===== config.mk =====
export PLATFORM = sky130hd
export DESIGN_NAME = rs75_error_corrector
export DESIGN_NICKNAME = d
export VERILOG_FILES = /design/src/rtl/rs_pkg.sv /design/src/rtl/gf8_const_step.sv /design/src/rtl/rs75_error_corrector.sv
export SDC_FILE = /design/constraint.sdc
export NUM_CORES = 1
export LEC_CHECK = 0
export CAP_MARGIN = 5
export CORE_MARGIN = 5
export CORE_UTILIZATION = 67
export CTS_BUF_LIST = sky130_fd_sc_hd__clkbuf_16
export DETAILED_ROUTE_END_ITERATION = 16
export DONT_BUFFER_PORTS = 1
export MAX_ROUTING_LAYER = met4
export PLACE_DENSITY_LB_ADDON = 0.25
export SLEW_MARGIN = 15
export SYNTH_ARGS = -nofsm -noshare
export SYNTH_HDL_FRONTEND = slang
export SYNTH_HIERARCHICAL = 1
export SYNTH_SLANG_ARGS = --single-unit

===== constraint.sdc =====
create_clock -name clk -period 2.55 [get_ports clk]
set_input_delay 0.51 -clock clk [delete_from_list [all_inputs] [get_ports clk]]
set_output_delay 0.51 -clock clk [all_outputs]
set_load 0.01 [all_outputs]

===== src/rtl/rs_pkg.sv =====
// Shared constants, GF(8) constant-multiply helpers and FSM encoding for the RS(7,5) correction path.
package rs_pkg;

    localparam int N            = 7;
    localparam int K            = 5;
    localparam int SYMBOL_WIDTH = 3;
    localparam int CW_WIDTH     = N * SYMBOL_WIDTH;

    // x^3 + x + 1
    localparam logic [SYMBOL_WIDTH:0] PRIM_POLY = 4'b1011;

    typedef enum logic [1:0] {
        ST_IDLE   = 2'd0,
        ST_SEARCH = 2'd1,
        ST_OUT    = 2'd2
    } state_t;

    function automatic logic [SYMBOL_WIDTH-1:0] gf8_mul_alpha(input logic [SYMBOL_WIDTH-1:0] x);
        logic [SYMBOL_WIDTH:0] shifted;
        shifted = {x, 1'b0};
        if (shifted[SYMBOL_WIDTH])
            shifted = shifted ^ PRIM_POLY;
        return shifted[SYMBOL_WIDTH-1:0];
    endfunction

    // Undo one alpha step: an odd value means the reduction polynomial was folded in.
    function automatic logic [SYMBOL_WIDTH-1:0] gf8_mul_alpha_inv(input logic [SYMBOL_WIDTH-1:0] x);
        logic [SYMBOL_WIDTH:0] unshifted;
        unshifted = {1'b0, x};
        if (x[0])
            unshifted = unshifted ^ PRIM_POLY;
        return unshifted[SYMBOL_WIDTH:1];
    endfunction

endpackage


===== src/rtl/gf8_const_step.sv =====
// One search step of the locator walk: X advances by alpha, E retreats by alpha^-1.
module gf8_const_step
    import rs_pkg::*;
(
    input  logic [SYMBOL_WIDTH-1:0] x,
    input  logic [SYMBOL_WIDTH-1:0] e,
    output logic [SYMBOL_WIDTH-1:0] x_alpha,
    output logic [SYMBOL_WIDTH-1:0] e_alpha_inv
);

    assign x_alpha     = gf8_mul_alpha(x);
    assign e_alpha_inv = gf8_mul_alpha_inv(e);

endmodule


===== src/rtl/rs75_error_corrector.sv =====
// RS(7,5) single-symbol corrector: walks S1*alpha^j until it equals S2, then flips symbol j by S1*alpha^-j.
module rs75_error_corrector
    import rs_pkg::*;
(
    input  logic                    clk,
    input  logic                    rst,
    input  logic                    in_valid,
    output logic                    in_ready,
    input  logic [CW_WIDTH-1:0]     in_word,
    input  logic [SYMBOL_WIDTH-1:0] in_s1,
    input  logic [SYMBOL_WIDTH-1:0] in_s2,
    output logic                    out_valid,
    input  logic                    out_ready,
    output logic [CW_WIDTH-1:0]     out_word,
    output logic                    out_corrected,
    output logic [2:0]              out_err_pos,
    output logic                    out_uncorrectable
);

    localparam logic [2:0] LAST_POS = 3'(N - 1);

    state_t                  state_reg, state_next;
    logic [CW_WIDTH-1:0]     word_reg;
    logic [CW_WIDTH-1:0]     corr_mask;
    logic [SYMBOL_WIDTH-1:0] s2_reg, x_reg, e_reg;
    logic [SYMBOL_WIDTH-1:0] x_step, e_step;
    logic [2:0]              j_reg, err_pos_reg;
    logic                    corrected_reg, uncorrectable_reg;
    logic                    match;

    gf8_const_step u_step (
        .x           (x_reg),
        .e           (e_reg),
        .x_alpha     (x_step),
        .e_alpha_inv (e_step)
    );

    assign match = (x_reg == s2_reg);

    // Place the error magnitude on the symbol currently under test.
    for (genvar gi = 0; gi < N; gi++) begin : g_mask
        assign corr_mask[gi*SYMBOL_WIDTH +: SYMBOL_WIDTH] =
            (j_reg == 3'(gi)) ? e_reg : '0;
    end

    always_ff @(posedge clk) begin
        if (rst)
            state_reg <= ST_IDLE;
        else
            state_reg <= state_next;
    end

    always_comb begin
        state_next = state_reg;
        case (state_reg)
            ST_IDLE: begin
                if (in_valid) begin
                    if (in_s1 == '0 || in_s2 == '0)
                        state_next = ST_OUT;
                    else
                        state_next = ST_SEARCH;
                end
            end
            ST_SEARCH: begin
                if (match || j_reg == LAST_POS)
                    state_next = ST_OUT;
            end
            ST_OUT: begin
                if (out_ready)
                    state_next = ST_IDLE;
            end
            default: state_next = ST_IDLE;
        endcase
    end

    always_comb begin
        in_ready  = (state_reg == ST_IDLE);
        out_valid = (state_reg == ST_OUT);
    end

    always_ff @(posedge clk) begin
        if (rst) begin
            word_reg          <= '0;
            s2_reg            <= '0;
            x_reg             <= '0;
            e_reg             <= '0;
            j_reg             <= '0;
            err_pos_reg       <= '0;
            corrected_reg     <= 1'b0;
            uncorrectable_reg <= 1'b0;
        end else begin
            case (state_reg)
                ST_IDLE: begin
                    if (in_valid) begin
                        word_reg          <= in_word;
                        s2_reg            <= in_s2;
                        x_reg             <= in_s1;
                        e_reg             <= in_s1;
                        j_reg             <= '0;
                        err_pos_reg       <= '0;
                        corrected_reg     <= 1'b0;
                        uncorrectable_reg <= (in_s1 == '0) != (in_s2 == '0);
                    end
                end
                ST_SEARCH: begin
                    if (match) begin
                        word_reg      <= word_reg ^ corr_mask;
                        corrected_reg <= 1'b1;
                        err_pos_reg   <= j_reg;
                    end else if (j_reg == LAST_POS) begin
                        // Unreachable with two nonzero syndromes; kept as a safe exit.
                        uncorrectable_reg <= 1'b1;
                    end else begin
                        x_reg <= x_step;
                        e_reg <= e_step;
                        j_reg <= j_reg + 3'd1;
                    end
                end
                default: ;
            endcase
        end
    end

    assign out_word          = word_reg;
    assign out_corrected     = corrected_reg;
    assign out_err_pos       = err_pos_reg;
    assign out_uncorrectable = uncorrectable_reg;

endmodule


; Word level (Yosys, flattened, before mapping)
; Cells that the tools add are included.
[op_classes]
eq_ne = 17
muxes = 37
bitwise = 3
addsub = 1
n_reduce_logical = 12
[op_table]
columns = operator, n
row1 = 3-bit two-way mux, 16
row2 = 21-bit two-way mux, 2
row3 = 21-bit case mux with 2 select lines, 1
row4 = 3-bit case mux with 2 select lines, 4
row5 = 21-bit bitwise XOR, 1
row6 = "2-bit inequality test, second input constant", 6
row7 = 2-bit two-way mux, 5
row8 = "3-bit equality test, second input constant", 3
row9 = 3-bit zero test, 3
row10 = 4-bit AND reduction, 2
row11 = "3-bit by 2-bit equality test with 1-bit output, second input constant", 2
row12 = 2-bit case mux with 3 select lines, 1
row13 = 3-bit AND reduction, 2
row14 = 1-bit two-way mux, 5
row15 = 4-bit two-way mux, 1
row16 = 1-bit case mux with 2 select lines, 2
row17 = "3-bit by 1-bit adder with 3-bit output, second input constant", 1
row18 = "3-bit by 1-bit equality test with 1-bit output, second input constant", 1
row19 = 3-bit equality test, 1
row20 = 2-bit inverter with 3-bit output, 1
row21 = "2-bit by 1-bit equality test with 1-bit output, second input constant", 1
row22 = "2-bit equality test, second input constant", 1
row23 = 2-bit zero test, 1
row24 = 1-bit logical OR, 2
row25 = other kinds (5), 5
[word_totals]
word_cells = 79
out_inout_bits = 28
reg_bits = 40

; Logic depth before layout (Yosys ltp)
[depth]
ltp_word = 5
mapped_depth = 8

; By module
; Netlist, hierarchy kept.
[modules_own_cells]
columns = module, cells_each, instances, area_per_inst_um2
row1 = rs75_error_corrector, 291, 1, 2366.0
row2 = gf8_const_step, 6, 1, 47.5

; Worst setup path before layout
; No wires, ideal clock.
[synth_path]
kind = register to register
from = register j_reg[0]
to = register e_reg[0]
period_less_slack_ns = 1.747
arrival_ns = 1.656
n_path_buf = 1
setup_time_ns = 0.091
t_required_ns = 2.459
setup_slack_ns = 0.803
stages_incl_launch_ff = 8
path_cell_list = dfxtp_1 > inv_1 > ha_1 > buf_2 > and2_1 > a311oi_4 > nor3_1 > a311oi_1
[synth_via]
elab_chain_cells = 3
[synth_rtl]
columns = element, line
row1 = "start, declared", rs75_error_corrector.sv:27  ; logic [2:0] j_reg, err_pos_reg;
row2 = "start signal, assigned", rs75_error_corrector.sv:116  ; j_reg <= j_reg + 3'd1;
row3 = 3-bit equality test, rs75_error_corrector.sv:110  ; end else if (j_reg == LAST_POS) begin
row4 = 2-bit inequality test (no source line), -
row5 = 4-bit AND reduction (no source line), -
row6 = "end signal, assigned", rs75_error_corrector.sv:98  ; e_reg <= in_s1;
row7 = "end signal, assigned", rs75_error_corrector.sv:115  ; e_reg <= e_step;
row8 = "end, declared", rs75_error_corrector.sv:25  ; logic [SYMBOL_WIDTH-1:0] s2_reg, x_reg, e_reg;
; Every way passes these cells.
; A chain may end at the register's enable or synchronous reset.

; Worst setup path after layout
[layout_path]
from = register j_reg[0]
to = register e_reg[1]
; The elaborated chain is that of the path after synthesis.

==> impl_metrics.py <==
metrics = {
    "power_and_ir_drop": {
        "p_seq_share_pct": 42.3,
        "pwr-share-clk_pct": 30.3,
        "powerDensity_nw_per_um2": 769,
        "power.share.combinational_pct": 27.4,
        "p_int_uw": 1270,
        "switching_share_pct": 35.3,
        "switching_power_uw": 692,
        "leakagePower_uw": 0.000891,
        "ir_worst_vdd_mv": 0.472,
    },
    "yosys": {
        "synth-edff-count": 0,
        "synth-seq-area-share_pct": 33.2,
        "async_flop_share_pct": 0,
        "synthFlopType": "dfxtp_1",
        "yosys-top-cells-area": "dfxtp_1 (33%), o32ai_2 (11%), a21oi_1 (8.5%), nand2_1 (7.3%), a22oi_1 (4.4%)",
        "ys_types": 33,
        "yosysWarningCount": 6,
        "synth_area_um2": 2410,
        "synth_fp_nets": 334,
        "synthCells": 297,
        "yosysTopAreaCellShare_pct": 33.2,
        "synth_top_area_cell": "dfxtp_1",
        "avgSynthCellArea_um2": 8.13,
        "synth-seq-cells": 40,
    },
    "timing": {
        "hold_viol_final": 0,
        "tns_ps": 0,
        "min_period_over_period_pct": 78.9,
        "setup_viol_count_final": 0,
        "min_period_ps": 2010,
        "rsz0062_at_grt": "no",
        "slew_headroom_pct": 50.1,
        "fmax_mhz": 497,
        "report.final.slew_viol_count": 0,
        "clock_skew_ps": 7.66,
        "holdWs_ps": 298,
        "worst_pin_slew_ps": 747,
    },
    "placement": {
        "dp_hpwl_um": 4180,
        "io_buffers": 0,
        "place.gp.congestion": 0.844,
    },
    "setup_path": {
        "cp_max_fo": 10,
        "worstSetupEndpointType": "flop",
        "r2r_end": "e_reg[1]",
        "crit_path_start_kind": "flop",
        "reg2regPathDepth": 6,
        "r2r_slack_ps": 540,
        "cp.required_ps": 2730,
        "worstReg2RegStart": "j_reg[0]",
        "worstSetupPathType": "reg2reg",
        "arrival_ps": 2200,
    },
    "drt": {
        "drcViolationCount": 0,
        "dr_wl_met2_um": 2860,
        "firstDrtPassIters": 5,
        "met3_length_um": 464,
        "ant_nets": 0,
        "wirelength_met1_um": 2620,
        "drt-initial-drc-count": 428,
        "avgRoutedWirePerCell_um": 18.5,
        "top_layer": "met4",
        "routed_via_density": 6.70,
        "vias": 2210,
        "finalWirelength_um": 6100,
    },
    "clock_tree": {
        "cts_root_buf": "clkbuf_16",
        "cts_num_sinks": 40,
        "post_cts_resized": 0,
        "htree_levels": 2,
        "post_cts_buffers": 0,
        "clock_path_buffers": 2,
        "cts_tree": "done",
        "ctsHoldBuffers": 0,
        "clk-insertion-delay-late_ps": 280,
        "clk_pin_slew_ps": 60,
        "numCtsBuffers": 5,
    },
    "final_layout": {
        "largest_reg_flops": 21,
        "diodes": 0,
        "area_growth_syn_to_layout_pct": 5.65,
        "final_util_pct": 74.7,
        "drive_above_1_share_pct": 12.0,
        "fillers": 258,
        "final_net_count": 320,
    },
    "floorplan": {
        "fp.coreArea_um2": 3420,
        "placementRows": 21,
        "die_h_um": 70.0,
        "die_x_um": 70.0,
        "initial_core_util_pct": 70.7,
        "die_area_um2": 4900,
        "io-pin-count": 59,
    },
    "global_routing": {
        "overflow": 0,
        "grt_max_degree": 46,
        "grt_pass1_vias": 2093,
        "antenna_found_initial": 0,
        "grt_usage_pct": 26.5,
        "grt_pass1_wl_um": 10300,
    },
    "job": {
        "maxCapViolations": 0,
    },
    "worst_hold_path": {
        "worstHoldPathCells": 1,
        "min_to": "x_reg[2]",
        "holdCritStartpoint": "rst",
        "hp-class": "in2reg",
    },
    "outcome": {
        "status": "finished, final reports clean",
    },
}
-- power by group through the flow --
stage / Combinational, µW / Clock, µW / Sequential (µW)
4_1_cts: 531 / 607 / 828
3_5_place_dp: 528 / 0 / 841
3_3_place_gp: 516 / 0 / 838
5_1_grt: 592 / 635 / 839
6_report: 537 / 594 / 828
2_1_floorplan: 469 / 0 / 800
-- routing by layer --
metal	global-route usage, %	up-vias
met4	10.2	0
met5	-	-
met1	33.7	1049
met3	7.17	15
met2	40.0	96
li1	-	1050
-- per-stage QoR --
| stage | power (µW) | cell area (µm²) | std cells | setup slack [ps] |
|---|---|---|---|---|
| 2_1_floorplan | 1270 | 2410 | 297 | 803 |
| 3_3_place_gp | 1350 | 2410 | 322 | 695 |
| 3_5_place_dp | 1370 | 2410 | 322 | 571 |
| 4_1_cts | 1970 | 2550 | 330 | 560 |
| 5_1_grt | 2070 | 2550 | 330 | 364 |
| 6_report | 1960 | 2550 | 330 | 538 |
-- layout make-up --
type / count / area, µm² / area share [%]
Clock buffer: 5 / 125 / 4.91
Clock inverter: 3 / 13.8 / 0.540
Inverter: 7 / 26.3 / 1.03
Multi-Input combinational cell: 222 / 1460 / 57.3
Sequential cell: 40 / 801 / 31.4
Tap cell: 46 / 57.6 / 2.26
Timing Repair Buffer: 7 / 65.1 / 2.55
-- worst max path at each step --
stage | slack [ps] | from | cells after the start | end
6_report | 540 | j_reg[0] | 6 | e_reg[1]
5_1_grt | 360 | j_reg[0] | 6 | x_reg[1]
4_1_cts | 560 | j_reg[0] | 6 | e_reg[1]
3_5_place_dp | 570 | j_reg[0] | 6 | e_reg[1]
3_3_place_gp | 700 | j_reg[0] | 6 | e_reg[0]
2_1_floorplan | 800 | j_reg[0] | 7 | e_reg[0]
-- placed cells by master, fill, tap and decap left out, types with 6 or more instances in the layout --
| master | n |
|---|---|
| nand3_1 | 12 |
| buf_4 | 6 |
| o32ai_2 | 16 |
| nor2_1 | 26 |
| a311oi_1 | 6 |
| a21oi_1 | 41 |
| ha_1 | 6 |
| nand2_1 | 47 |
| dfxtp_1 | 40 |
| inv_1 | 7 |
| nand2b_1 | 6 |
| nor3_1 | 14 |
| a22oi_1 | 14 |
-- critical path, stage by stage, from the launching register on --
cell	delay, ps
dfxtp_1	380
inv_1	100
ha_1	310
and2_1	240
a311oi_4	490
nor3_1	100
a311oi_1	290
-- logic make-up (layout without fill, tap and decap cells) --
group | count (synthesis) | after routing | synth area share (%)
AND/OR/NAND/NOR | 121 | 121 | 23.2
XOR/XNOR | 8 | 8 | 2.90
flip-flops | 40 | 40 | 33.2
adder cells (fa/ha/maj) | 6 | 6 | 3.11
AO/OA/AOI/OAI | 87 | 87 | 30.8
buffers and inverters | 35 | 22 | 6.74
-- cell usage after synthesis, drive strengths merged, types with 7 or more instances --
master	instances
buf	15
dfxtp	40
clkbuf	13
a21oi	41
nand2	47
nor2	26
a311oi	7
inv	7
o32ai	21
nor3	14
nand3	12
a22oi	14
Power figures use the tool's default switching activity.
